$ cat config.mk
export PLATFORM = sky130hd
export DESIGN_NAME = clk_freq_meter
export DESIGN_NICKNAME = d
export VERILOG_FILES = /design/src/rtl/clk_freq_meter.sv
export SDC_FILE = /design/constraint.sdc
export NUM_CORES = 1
export LEC_CHECK = 0
export CORE_ASPECT_RATIO = 1.75
export CORE_MARGIN = 2
export CORE_UTILIZATION = 50
export DETAILED_ROUTE_END_ITERATION = 10
export PLACE_DENSITY = 0.72
export SYNTH_ARGS = -nofsm -noshare
export SYNTH_HDL_FRONTEND = slang
export SYNTH_SLANG_ARGS = --single-unit
$ cat constraint.sdc
create_clock -name clk_src -period 3.42 [get_ports clk_src]
set_input_delay 0.684 -clock clk_src [delete_from_list [all_inputs] [get_ports clk_src]]
set_output_delay 0.684 -clock clk_src [all_outputs]
set_load 0.02 [all_outputs]
$ cat src/rtl/clk_freq_meter.sv
// clk_freq_meter: counts rising edges of an asynchronous clock over a fixed gate window
// of clk_src cycles and reports the count, range flags and a lock status.
module clk_freq_meter #(
    parameter int GATE_CYCLES  = 125000,
    parameter int EXPECT_COUNT = 3580,
    parameter int TOLERANCE    = 4,
    parameter int LOCK_WINDOWS = 3,
    parameter int CNT_W        = 24
) (
    input  logic             clk_src,
    input  logic             reset,
    input  logic             clk_in,
    input  logic             enable,
    output logic [CNT_W-1:0] count,
    output logic             valid,
    output logic             too_slow,
    output logic             too_fast,
    output logic             no_clock,
    output logic             locked
);
    localparam int GW = $clog2(GATE_CYCLES);
    localparam int RW = $clog2(LOCK_WINDOWS + 1);
    localparam logic [GW-1:0] GATE_LAST = GW'(GATE_CYCLES - 1);
    // Lower bound clamps at zero when the tolerance exceeds the expected count.
    localparam logic [31:0] LO = (EXPECT_COUNT > TOLERANCE) ? 32'(EXPECT_COUNT - TOLERANCE) : 32'd0;
    localparam logic [31:0] HI = 32'(EXPECT_COUNT + TOLERANCE);

    typedef enum logic {M_IDLE, M_MEAS} meas_t;
    typedef enum logic [1:0] {L_UNLOCKED, L_ACQ, L_LOCKED} lock_t;

    logic [2:0]       sync_q;
    meas_t            meas_q, meas_d;
    lock_t            lock_q, lock_d;
    logic [GW-1:0]    gate_q, gate_d;
    logic [CNT_W-1:0] edges_q, edges_d, count_q, count_d;
    logic [RW-1:0]    run_q, run_d;
    logic             valid_q, valid_d, slow_q, slow_d, fast_q, fast_d, none_q, none_d;

    logic             edge_det, last, in_range;
    logic [CNT_W:0]   sum;
    logic [CNT_W-1:0] result;
    logic [31:0]      res32;

    assign edge_det = sync_q[1] & ~sync_q[2];
    assign sum      = {1'b0, edges_q} + {{CNT_W{1'b0}}, edge_det};
    assign result   = sum[CNT_W] ? '1 : sum[CNT_W-1:0];
    assign res32    = 32'(result);
    assign in_range = (res32 >= LO) && (res32 <= HI);
    assign last     = (meas_q == M_MEAS) && (gate_q == GATE_LAST);

    always_comb begin
        meas_d  = meas_q;
        lock_d  = lock_q;
        gate_d  = gate_q;
        edges_d = edges_q;
        count_d = count_q;
        run_d   = run_q;
        valid_d = 1'b0;
        slow_d  = slow_q;
        fast_d  = fast_q;
        none_d  = none_q;
        if (meas_q == M_IDLE) begin
            gate_d  = '0;
            edges_d = '0;
            meas_d  = enable ? M_MEAS : M_IDLE;
        end else if (last) begin
            // A window always completes on its last cycle, even if enable just fell.
            gate_d  = '0;
            edges_d = '0;
            meas_d  = enable ? M_MEAS : M_IDLE;
            count_d = result;
            valid_d = 1'b1;
            slow_d  = res32 < LO;
            fast_d  = res32 > HI;
            none_d  = result == '0;
            if (in_range) begin
                run_d  = (lock_q == L_LOCKED) ? run_q : run_q + 1'b1;
                lock_d = (lock_q == L_LOCKED || int'(run_q) + 1 >= LOCK_WINDOWS) ? L_LOCKED : L_ACQ;
            end else begin
                run_d  = '0;
                lock_d = L_UNLOCKED;
            end
        end else if (!enable) begin
            meas_d  = M_IDLE;
            gate_d  = '0;
            edges_d = '0;
            run_d   = '0;
            lock_d  = L_UNLOCKED;
        end else begin
            gate_d  = gate_q + 1'b1;
            edges_d = result;
        end
    end

    always_ff @(posedge clk_src or posedge reset) begin
        if (reset) begin
            sync_q  <= '0;
            meas_q  <= M_IDLE;
            lock_q  <= L_UNLOCKED;
            gate_q  <= '0;
            edges_q <= '0;
            count_q <= '0;
            run_q   <= '0;
            valid_q <= 1'b0;
            slow_q  <= 1'b0;
            fast_q  <= 1'b0;
            none_q  <= 1'b0;
        end else begin
            sync_q  <= {sync_q[1:0], clk_in};
            meas_q  <= meas_d;
            lock_q  <= lock_d;
            gate_q  <= gate_d;
            edges_q <= edges_d;
            count_q <= count_d;
            run_q   <= run_d;
            valid_q <= valid_d;
            slow_q  <= slow_d;
            fast_q  <= fast_d;
            none_q  <= none_d;
        end
    end

    assign count    = count_q;
    assign valid    = valid_q;
    assign too_slow = slow_q;
    assign too_fast = fast_q;
    assign no_clock = none_q;
    assign locked   = lock_q == L_LOCKED;
endmodule

Word-level counts from Yosys, hierarchy flattened
Index checks and enable logic that the tools add are counted.
{ "op_classes": {"add_sub_neg": 4, "multipliers": 0, "div_mod_pow": 0, "magnitude_cmp": 5, "eq_ne": 4, "shifts": 0, "mux": 17, "bitwise": 2, "reduce_logical": 7} }
{ "ops": {"columns": ["cell", "count"], "rows": [
  ["$mux W24", 4],
  ["$mux W17", 3],
  ["$add A24 B1 Y25", 1],
  ["$ge A24 B12 Y1 const B", 1],
  ["$gt A24 B12 Y1 const B", 1],
  ["$le A24 B12 Y1 const B", 1],
  ["$logic_not A24 Y1", 1],
  ["$lt A24 B12 Y1 const B", 1],
  ["$add A17 B1 Y17 const B", 1],
  ["$eq A17 B17 Y1 const B", 1],
  ["$mux W2", 7],
  ["$reduce_and A2 Y1", 2],
  ["$add A2 B1 Y3 const B", 1],
  ["$ge A3 B2 Y1 const B", 1],
  ["$mux W1", 3],
  ["$ne A3 B3 Y1 const B", 1],
  ["$reduce_and A3 Y1", 1],
  ["$add A2 B1 Y2 const B", 1],
  ["$eq A2 B2 Y1 const B", 1],
  ["$logic_and A1 B1 Y1", 2],
  ["$ne A2 B1 Y1 const B", 1],
  ["$and A1 B1 Y1", 1],
  ["$logic_or A1 B1 Y1", 1],
  ["$not A1 Y1", 1]
]} }
{ "word_totals": {"reg_bits": 77, "latch_bits": 0, "ramBits": 0, "rom_bits": 0, "input_bits": 4, "out_inout_bits": 29, "word_cells": 50, "n_memories": 0} }

Logic depth before layout (Yosys ltp)
Gate-level depths: netlist of run 1.
{ "logic_depth": {"depth_word": 8, "ltp_mapped": 12, "mapped_depth_nobuf": 11} }

Worst setup path before layout of run 1
OpenSTA, ideal clock, no wires.
{ "synth_path": {"path_type": "register -> register", "startpoint": "register sync_q[2]", "endpoint": "register none_q (netlist: no_clock)", "setup_ns": 0.064, "arrival_time_ns": 2.704, "required_time_ns": 3.356, "slack_ns": 0.651, "path_stages_with_launch": 12, "period_less_slack_ns": 2.769, "cell_sequence": "dfrtp_1 > nor2b_1 > ha_1 > ha_1 > nand3_2 > nor4_4 > mux2i_1 > a31o_2 > nand4_2 > or2_1 > a2111oi_2 > a21o_1"} }
{ "synth_between": {"elab_chain_cells": 5} }
{ "synth_rtl": {"columns": ["element", "line", "rtl"], "rows": [
  ["start, declared", "31", "logic [2:0] sync_q;"],
  ["start signal, assigned", "109", "sync_q <= {sync_q[1:0], clk_in};"],
  ["$not A1 Y1", "44", "assign edge_det = sync_q[1] & ~sync_q[2];"],
  ["$and A1 B1 Y1", "44", null],
  ["$add A24 B1 Y25", "45", "assign sum = {1'b0, edges_q} + {{CNT_W{1'b0}}, edge_det};"],
  ["$mux W24", "46", "assign result = sum[CNT_W] ? '1 : sum[CNT_W-1:0];"],
  ["$logic_not A24 Y1", "75", "none_d = result == '0;"],
  ["end signal, assigned", "119", "none_q <= none_d;"],
  ["end, declared", "37", "logic valid_q, valid_d, slow_q, slow_d, fast_q, fast_d, none_q, none_d;"]
]} }
Every way passes these cells.
A chain may end at the register's enable or synchronous reset.

Final worst setup path of run 1
Ends and elaborated chain as after synthesis.

==> results.py, run 1 <==
metrics = {
    "cts": {
        "path_clk_slew_ns": 0.07,
        "cts_buffers": 9,
        "clockRootBuffer": "clkbuf_16",
        "cts-htree-levels": 3,
        "cts_buffer_depth": 2,
        "hold_buffers": 0,
        "cts_tree": "done",
        "cts_sinks": 77,
        "clk_latency_ns": 0.34,
    },
    "drt": {
        "drcViolationCount": 0,
        "ant_nets": 0,
        "vias_per_cell": 5.845,
        "dr.pass1.iters": 4,
        "vias": 3238,
        "drt_iter0_drc": 240,
        "wl_per_cell_um": 17.08,
        "routed_wl_um": 9460,
    },
    "synthesis": {
        "synth.distinct_cells": 61,
        "synth_commonest_cells": "dfrtp_1, nor2_1, nand2_1",
        "syn_area_um2": 4029,
        "postSynthCellCount": 431,
        "synth_edf_count": 0,
        "ys_ff_latch": 77,
        "ys.warnings.count": 0,
        "synth_top_area_share_pct": 47.83,
        "synth_area_per_cell_um2": 9.348,
        "synth_nets": 440,
        "synth_seq_area_share_pct": 47.83,
        "ys_top_cells_by_area": "dfrtp_1, nor2_1, nand2_1",
        "yosys.area.top_type": "dfrtp_1",
        "synth_most_common_cell": "dfrtp_1",
        "synthArstFlopShare_pct": 100.0,
        "synth_ff_type": "dfrtp_1",
    },
    "hold_path": {
        "min_path_type": "flip-flop to flip-flop",
    },
    "global_routing": {
        "grt_pass1_vias": 3184,
        "overflow": 0,
        "grt_max_degree": 51,
        "gr-usage-all-layers_pct": 23.50,
        "grt_pass1_wl_um": 15620,
        "antenna_found_initial": 0,
    },
    "setup_path": {
        "path_cells": "nor2b_1, ha_1, nand4_1, nor2_2, o2111ai_1, a221oi_2, nand4_2, or2_1, a2111oi_2, a21o_1",
        "cp-start-kind": "flip-flop",
        "end_kind": "flip-flop",
        "critPathMaxFanout": 9,
        "arrival_ns": 3.48,
        "cp_slowest_stage_delay_ns": 0.49,
        "slowest_stage": "nor2_2",
        "ff2ff_setup_slack_ns": 0.23,
        "worst-setup-path-type": "flip-flop to flip-flop",
        "cp.required_ns": 3.70,
    },
    "timing": {
        "final.period_utilization_pct": 93.33,
        "drv_slew": 0,
        "fin_skew_ns": 0.007359,
        "final-hold-violation-count": 0,
        "maxSlewHeadroom_pct": 56.20,
        "setup_tns_ns": 0,
        "rsz0062_at_grt": "no",
        "hold_ws_ns": 0.3699,
        "fmax_mhz": 313.3,
        "setup_viol": 0,
        "worstMarginPinSlew_ns": 0.6560,
        "period_needed_ns": 3.192,
    },
    "cells_and_area": {
        "nets": 468,
        "area_growth_pct": 17.36,
        "drive_above_1_share_pct": 9.914,
        "num_antenna_cells": 0,
    },
    "power_and_ir_drop": {
        "ir_drop_v": 0.0003567,
        "power_density_nw_per_um2": 411.9,
        "leakage_nw": 2.017,
    },
    "die": {
        "dieArea_um2": 8820,
        "die_h_um": 122.7,
        "chipWidth_um": 71.86,
        "initial_core_util_pct": 51.29,
        "ioPinCount": 33,
        "rows": 43,
        "core_um2": 7855,
    },
    "place": {
        "io_buffers": 32,
        "gp_congestion": 0.9169,
        "hpwl_um": 6839,
    },
    "run": {
        "maxCapViolCount": 0,
    },
    "outcome": {
        "status": "finished clean",
    },
}
power by group:
part           total (W)  internal [W]  leakage [nW]  switching [W]
sequential      0.000917      0.000915          1.07     0.00000257
combinational  0.0000428     0.0000106         0.807      0.0000322
clock           0.000988      0.000575         0.144       0.000412
cell families after synthesis:
kind of cell / synth area share [%]
adder cells (fa/ha/maj): 1.553
AO/OA/AOI/OAI: 10.47
AND/OR/NAND/NOR: 29.44
buffers and inverters: 3.354
multiplexers: 1.491
XOR/XNOR: 5.870
flip-flops: 47.83
registers in the layout, summed over array words and instances, names as in the netlist:
signal / count
count: 24
edges_q: 24
gate_q: 17
lock_q: 2
meas_q: 1
no_clock: 1
run_q: 2
sync_q: 3
too_fast: 1
too_slow: 1
valid: 1
layout make-up:
| cell class | instances | area (µm²) |
|---|---|---|
| tap | 90 | 112.6 |
| sequential | 77 | 1927 |
| clock inverter | 7 | 82.58 |
| timing repair buffer | 39 | 385.4 |
| clock buffer | 9 | 225.2 |
| inverter | 7 | 26.28 |
| fill | 717 | 3127 |
| multi-input combinational | 325 | 1969 |
what timing repair did:
item,CTS,global route
gates resized for setup,0,2
setup buffers,0,1
setup endpoints to repair,0,5
placed cells by master, fill, tap and decap left out, types with 3 or more instances in the layout:
master           Yosys  layout
a31o_2               4       4
nor4_1               7       7
ha_1                 5       4
inv_1                7       6
dfrtp_1             77      77
a21oi_1              8       8
nand4_1             12      12
mux2i_1              6       6
clkbuf_16            0       9
o21ai_0             29      29
and2_1               7       7
xor2_1              14      14
or3_1                3       3
xnor2_1             13      13
nor3_1              10      10
nor2_1              65      65
and4_1               3       3
nand3_1             22      22
and3_1              10      10
clkdlybuf4s50_1      0      32
nand2_1             51      51
nor2b_1              4       4
buf_4                6       6
nand4b_1             3       3
critical path: cells and delay by family (launching register included):
kind,cells,cell delay (ns)
AOI/OAI and AO/OA,4,1.05
adders and majority gates,1,0.24
DFF,1,0.36
and+or+nand+nor,5,1.47
stage by stage:
step / instance area (µm²) / util, % / std cells / power [W] / setup WS [ns]
final: 4728 / 60.19 / 554 / 0.001948 / 0.2281
after global routing: 4728 / 60.19 / 554 / 0.002005 / 0.02211
after CTS: 4718 / 60.07 / 553 / 0.001958 / 0.2443
after detailed placement: 4410 / 56.15 / 537 / 0.0009792 / 0.2641
after global placement: 4410 / 56.15 / 537 / 0.0009777 / 0.3183
after floorplan: 4029 / - / 431 / 0.0009617 / 0.6515
path summary, 6_finish.rpt:
path                                     start               endpoint  cells after the start
min in group asynchronous                reset  count[12]$_DFFE_PP0P_                      2
max reg2reg                sync_q[2]$_DFF_PP0_   no_clock$_DFFE_PP0P_                     10
min reg2reg                sync_q[1]$_DFF_PP0_    sync_q[2]$_DFF_PP0_                      0
max                        sync_q[2]$_DFF_PP0_   no_clock$_DFFE_PP0P_                     10
min                        sync_q[1]$_DFF_PP0_    sync_q[2]$_DFF_PP0_                      0
max in group asynchronous                reset  edges_q[21]$_DFF_PP0_                      3
metal layers:
layer | track usage, % | part of all wire, %
met5 | 0 | 0
met4 | 13.09 | 4.2
met3 | 4.269 | 2.6
met2 | 41.26 | 55
met1 | 26.37 | 38
Note: power is estimated with default switching activity, not from simulation.
==> run 2, diff against run 1 <==
--- a/config.mk
+++ b/config.mk
@@ -9,7 +9,8 @@
 export CORE_MARGIN = 2
 export CORE_UTILIZATION = 50
 export DETAILED_ROUTE_END_ITERATION = 10
-export PLACE_DENSITY = 0.72
+export PLACE_DENSITY = 0.82
+export SKIP_CTS_REPAIR_TIMING = 1
 export SYNTH_ARGS = -nofsm -noshare
 export SYNTH_HDL_FRONTEND = slang
 export SYNTH_SLANG_ARGS = --single-unit
==> results.py, run 2 (same netlist as run 1, synthesis figures left out) <==
metrics = {
    "setup_path": {
        "arrival_ns": 3.45,
        "ff2ff_setup_slack_ns": 0.26,
        "cp-start-kind": "flip-flop",
        "end_kind": "flip-flop",
        "cp.required_ns": 3.70,
        "worst-setup-path-type": "flip-flop to flip-flop",
        "critPathMaxFanout": 8,
    },
    "cells_and_area": {
        "mostFrequentLayoutCells": "dfrtp_1, nor2_1, nand2_1",
        "area_growth_pct": 17.27,
        "fin_cells": 556,
        "final_common_cell": "dfrtp_1",
        "num_antenna_cells": 0,
        "final_core_utilization_pct": 60.15,
        "drive_above_1_share_pct": 10.30,
        "final_cell_area_um2": 4725,
        "n_fill_cell": 679,
        "nets": 470,
    },
    "place": {
        "gp_congestion": 0.9501,
        "hpwl_um": 6851,
        "io_buffers": 32,
        "placed_area_um2": 4425,
        "dp_cells": 539,
    },
    "cts": {
        "cts_tree": "done",
        "clk_latency_ns": 0.35,
        "cts_sinks": 77,
        "clockRootBuffer": "clkbuf_16",
        "cts_buffers": 9,
        "cts-htree-levels": 3,
        "cts_buffer_depth": 2,
        "path_clk_slew_ns": 0.07,
    },
    "timing": {
        "period_needed_ns": 3.161,
        "hold_ws_ns": 0.3754,
        "drv_slew": 0,
        "setup_viol": 0,
        "final-hold-violation-count": 0,
        "fin_skew_ns": 0.009477,
        "final.period_utilization_pct": 92.43,
        "maxSlewHeadroom_pct": 62.78,
        "fmax_mhz": 316.3,
        "setup_tns_ns": 0,
        "worstMarginPinSlew_ns": 0.5533,
    },
    "die": {
        "chipWidth_um": 71.86,
        "dieArea_um2": 8820,
        "rows": 43,
        "core_um2": 7855,
        "ioPinCount": 33,
        "initial_core_util_pct": 51.29,
        "die_h_um": 122.7,
    },
    "power_and_ir_drop": {
        "power_density_nw_per_um2": 401.2,
        "leakage_nw": 2.020,
        "ir_drop_v": 0.0003746,
    },
    "drt": {
        "wl_per_cell_um": 17.19,
        "drt_iter0_drc": 239,
        "dr.pass1.iters": 4,
        "vias": 3305,
        "drcViolationCount": 0,
        "vias_per_cell": 5.944,
        "routed_wl_um": 9558,
        "ant_nets": 0,
    },
    "global_routing": {
        "gr-usage-all-layers_pct": 23.55,
        "antenna_found_initial": 0,
        "grt_pass1_wl_um": 15700,
        "grt_pass1_vias": 3258,
        "grt_max_degree": 51,
        "overflow": 0,
    },
    "hold_path": {
        "min_path_type": "flip-flop to flip-flop",
    },
    "run": {
        "maxCapViolCount": 0,
    },
    "outcome": {
        "status": "finished clean",
    },
}
## run 2: cell count changes in the layout (fill, tap and decap cells not counted)
| cell | before | now |
|---|---|---|
| clkinv_4 | 2 | 0 |
| a21boi_1 | 1 | 0 |
| buf_4 | 6 | 8 |
| inv_8 | 1 | 2 |
| inv_6 | 1 | 3 |
| bufinv_16 | 1 | 0 |
| a21boi_0 | 0 | 1 |
## run 2: layout make-up
type | instances | area (µm²) | area share (%)
multi-input combinational | 325 | 1969 | 41.68
inverter | 7 | 26.28 | 0.5561
clock inverter | 7 | 63.81 | 1.351
clock buffer | 9 | 225.2 | 4.767
timing repair buffer | 41 | 400.4 | 8.475
sequential | 77 | 1927 | 40.78
tap | 90 | 112.6 | 2.383
## run 2: per-stage QoR
step	total power, W	setup slack (ns)
CTS	0.001912	0.2620
detailed placement	0.0009803	0.2796
finish	0.001895	0.2589
global route	0.001956	-0.01956
global placement	0.0009782	0.4092
floorplan	0.0009617	0.6515
## run 2: worst paths after layout
kind                                     start                     to  cells past startpoint
setup / recovery           sync_q[2]$_DFF_PP0_   no_clock$_DFFE_PP0P_                     11
max in group asynchronous                reset  count[21]$_DFFE_PP0P_                      3
hold / removal             sync_q[1]$_DFF_PP0_    sync_q[2]$_DFF_PP0_                      0
setup reg to reg           sync_q[2]$_DFF_PP0_   no_clock$_DFFE_PP0P_                     11
hold reg to reg            sync_q[1]$_DFF_PP0_    sync_q[2]$_DFF_PP0_                      0
min in group asynchronous                reset   gate_q[11]$_DFF_PP0_                      2
## run 2: where the power goes
part	internal [W]	switching [W]
logic	0.0000113	0.0000332
clock network	0.000509	0.000425
registers	0.000914	0.00000258
total	0.00144	0.000460
## run 2: critical path, cell delays in order, from the launching register on
cell	delay, ns
dfrtp_1	0.37
nor2b_1	0.11
ha_1	0.24
ha_2	0.28
nand3_2	0.23
nor4_4	0.41
nand3b_1	0.18
a221oi_2	0.33
nand4_2	0.19
or2_1	0.30
a2111oi_2	0.35
a21o_1	0.12
## run 2: per-layer routing
metal  up-vias  part of all wire, %  GRT usage [%]
met5         -                    0              0
met4         0                  4.4          13.68
met3        30                  2.8          4.844
met2        66                   55          41.72
met1      1623                   38          25.49
li1       1586                    -              -
==> run 3, diff against run 2 <==
--- a/config.mk
+++ b/config.mk
@@ -5,12 +5,13 @@
 export SDC_FILE = /design/constraint.sdc
 export NUM_CORES = 1
 export LEC_CHECK = 0
-export CORE_ASPECT_RATIO = 1.75
+export CORE_ASPECT_RATIO = 0.9
 export CORE_MARGIN = 2
 export CORE_UTILIZATION = 50
 export DETAILED_ROUTE_END_ITERATION = 10
 export PLACE_DENSITY = 0.82
 export SKIP_CTS_REPAIR_TIMING = 1
+export SLEW_MARGIN = 10
 export SYNTH_ARGS = -nofsm -noshare
 export SYNTH_HDL_FRONTEND = slang
 export SYNTH_SLANG_ARGS = --single-unit
==> results.py, run 3 (same netlist as run 1, synthesis figures left out) <==
metrics = {
    "cts": {
        "clockRootBuffer": "clkbuf_8",
        "cts_tree": "done",
        "cts_sinks": 77,
        "cts-htree-levels": 3,
        "clk_latency_ns": 0.35,
        "cts_buffers": 9,
        "cts_buffer_depth": 2,
        "path_clk_slew_ns": 0.08,
    },
    "global_routing": {
        "grt_pass1_wl_um": 14730,
        "busiest_layer": "met2",
        "grt_use_met2_pct": 35.87,
        "met1_usage_pct": 27.96,
        "gr-usage-all-layers_pct": 21.16,
        "grt_use_met3_pct": 3.753,
        "overflow": 0,
        "grt_max_degree": 53,
        "antenna_found_initial": 0,
        "grt_pass1_vias": 3102,
    },
    "timing": {
        "setup_tns_ns": 0,
        "maxSlewHeadroom_pct": 59.83,
        "setup_viol": 0,
        "fmax_mhz": 312.2,
        "period_needed_ns": 3.203,
        "setup_ws_ns": 0.2174,
        "fin_skew_ns": 0.009993,
        "worstMarginPinSlew_ns": 0.5970,
        "final.period_utilization_pct": 93.64,
        "hold_ws_ns": 0.3480,
        "drv_slew": 0,
        "final-hold-violation-count": 0,
        "rsz0062_at_grt": "no",
    },
    "place": {
        "io_buffers": 32,
        "dp_cells": 545,
        "detailedPlace.worstSlack_ns": 0.2743,
        "hpwl_um": 6157,
        "gp_congestion": 0.9174,
    },
    "setup_path": {
        "cp.required_ns": 3.71,
        "path_cells": "nor2b_1, ha_1, ha_1, nand3_2, nor4_4, buf_4, nand4_1, a22oi_1, nand4_2, or2_1, a2111oi_2, a21o_1",
        "crit_top_cell": "ha_1",
        "worst-setup-path-type": "flip-flop to flip-flop",
        "end_kind": "flip-flop",
        "slowest_stage": "nor4_4",
        "arrival_ns": 3.49,
        "cp_slowest_stage_delay_ns": 0.41,
        "cp-start-kind": "flip-flop",
        "critPathMaxFanout": 8,
    },
    "drt": {
        "drt_iter0_drc": 319,
        "dr.pass1.iters": 5,
        "vias_per_cell": 5.913,
        "vias": 3329,
        "routed_wl_um": 9049,
        "ant_nets": 0,
        "drcViolationCount": 0,
        "wl_per_cell_um": 16.07,
    },
    "power_and_ir_drop": {
        "p_sw_w": 0.0003575,
        "switching_share_pct": 21.84,
        "pwr-share-comb_pct": 2.6,
        "power_density_nw_per_um2": 354.2,
        "p_int_w": 0.001280,
        "seq_power_share_pct": 55.9,
        "clockPowerShare_pct": 41.5,
        "leakage_nw": 1.973,
        "ir_drop_v": 0.0002522,
        "total_power_w": 0.001637,
    },
    "outcome": {
        "status": "finished clean",
    },
    "die": {
        "dieArea_um2": 8793,
        "chipWidth_um": 98.62,
        "rows": 31,
        "die_h_um": 89.16,
        "initial_core_util_pct": 50.67,
        "ioPinCount": 33,
        "core_um2": 7951,
    },
    "run": {
        "maxCapViolCount": 0,
    },
    "hold_path": {
        "min_path_type": "flip-flop to flip-flop",
    },
    "cells_and_area": {
        "n_fill_cell": 663,
        "fin_cells": 563,
        "nets": 468,
        "area_growth_pct": 14.72,
        "num_antenna_cells": 0,
        "drive_above_1_share_pct": 9.267,
        "regArea_um2": 1927,
        "mostFrequentLayoutCells": "dfrtp_1, nor2_1, nand2_1",
        "multi_input_area_um2": 1967,
        "final_common_cell": "dfrtp_1",
    },
}
run 3: worst paths after layout:
path / start / to / slack, ns / cells past startpoint
worst max-delay path: sync_q[2]$_DFF_PP0_ / no_clock$_DFFE_PP0P_ / 0.22 / 12
worst min-delay path: sync_q[0]$_DFF_PP0_ / sync_q[1]$_DFF_PP0_ / 0.35 / 0
worst max register to register: sync_q[2]$_DFF_PP0_ / no_clock$_DFFE_PP0P_ / 0.22 / 12
worst min register to register: sync_q[0]$_DFF_PP0_ / sync_q[1]$_DFF_PP0_ / 0.35 / 0
max in group asynchronous: reset / count[23]$_DFFE_PP0P_ / 2.06 / 3
min in group asynchronous: reset / count[10]$_DFFE_PP0P_ / 0.71 / 2
run 3: critical path: cells and delay by family, from the launching register on:
family                   cells  cell delay, ns
buffers and inverters        1            0.20
AO/OA/AOI/OAI                3            0.66
flip-flops                   1            0.37
adder cells (fa/ha/maj)      2            0.54
AND/OR/NAND/NOR              6            1.37
run 3: stage by stage:
stage	cell area [µm²]	util, %
after floorplan	4029	-
after global placement	4414	55.52
after detailed placement	4414	55.52
after CTS	4607	57.94
after global routing	4622	58.13
final	4622	58.13
run 3: power by group through the flow:
stage / clock network, W / logic [W] / registers (W)
2_1_floorplan: 0 / 0.0000284 / 0.000933
3_3_place_gp: 0 / 0.0000435 / 0.000934
3_5_place_dp: 0 / 0.0000440 / 0.000934
4_1_cts: 0.000683 / 0.0000442 / 0.000916
5_1_grt: 0.000725 / 0.0000501 / 0.000916
6_report: 0.000679 / 0.0000424 / 0.000916
run 3: layout make-up:
cell class	count	share of cell area, %
inverter	7	0.5685
tap	99	2.680
sequential	77	41.69
clock buffer	12	3.140
timing repair buffer	39	8.338
clock inverter	4	1.029
multi-input combinational	325	42.56
run 3: routing by layer:
layer  part of all wire, %  vias to the layer above  routed length (µm)
met2                    50                       85                4507
met4                   2.0                        0                 178
li1                      -                     1575                   -
met3                   4.2                       19                 379
met5                     0                        -                   0
met1                    44                     1650                3984
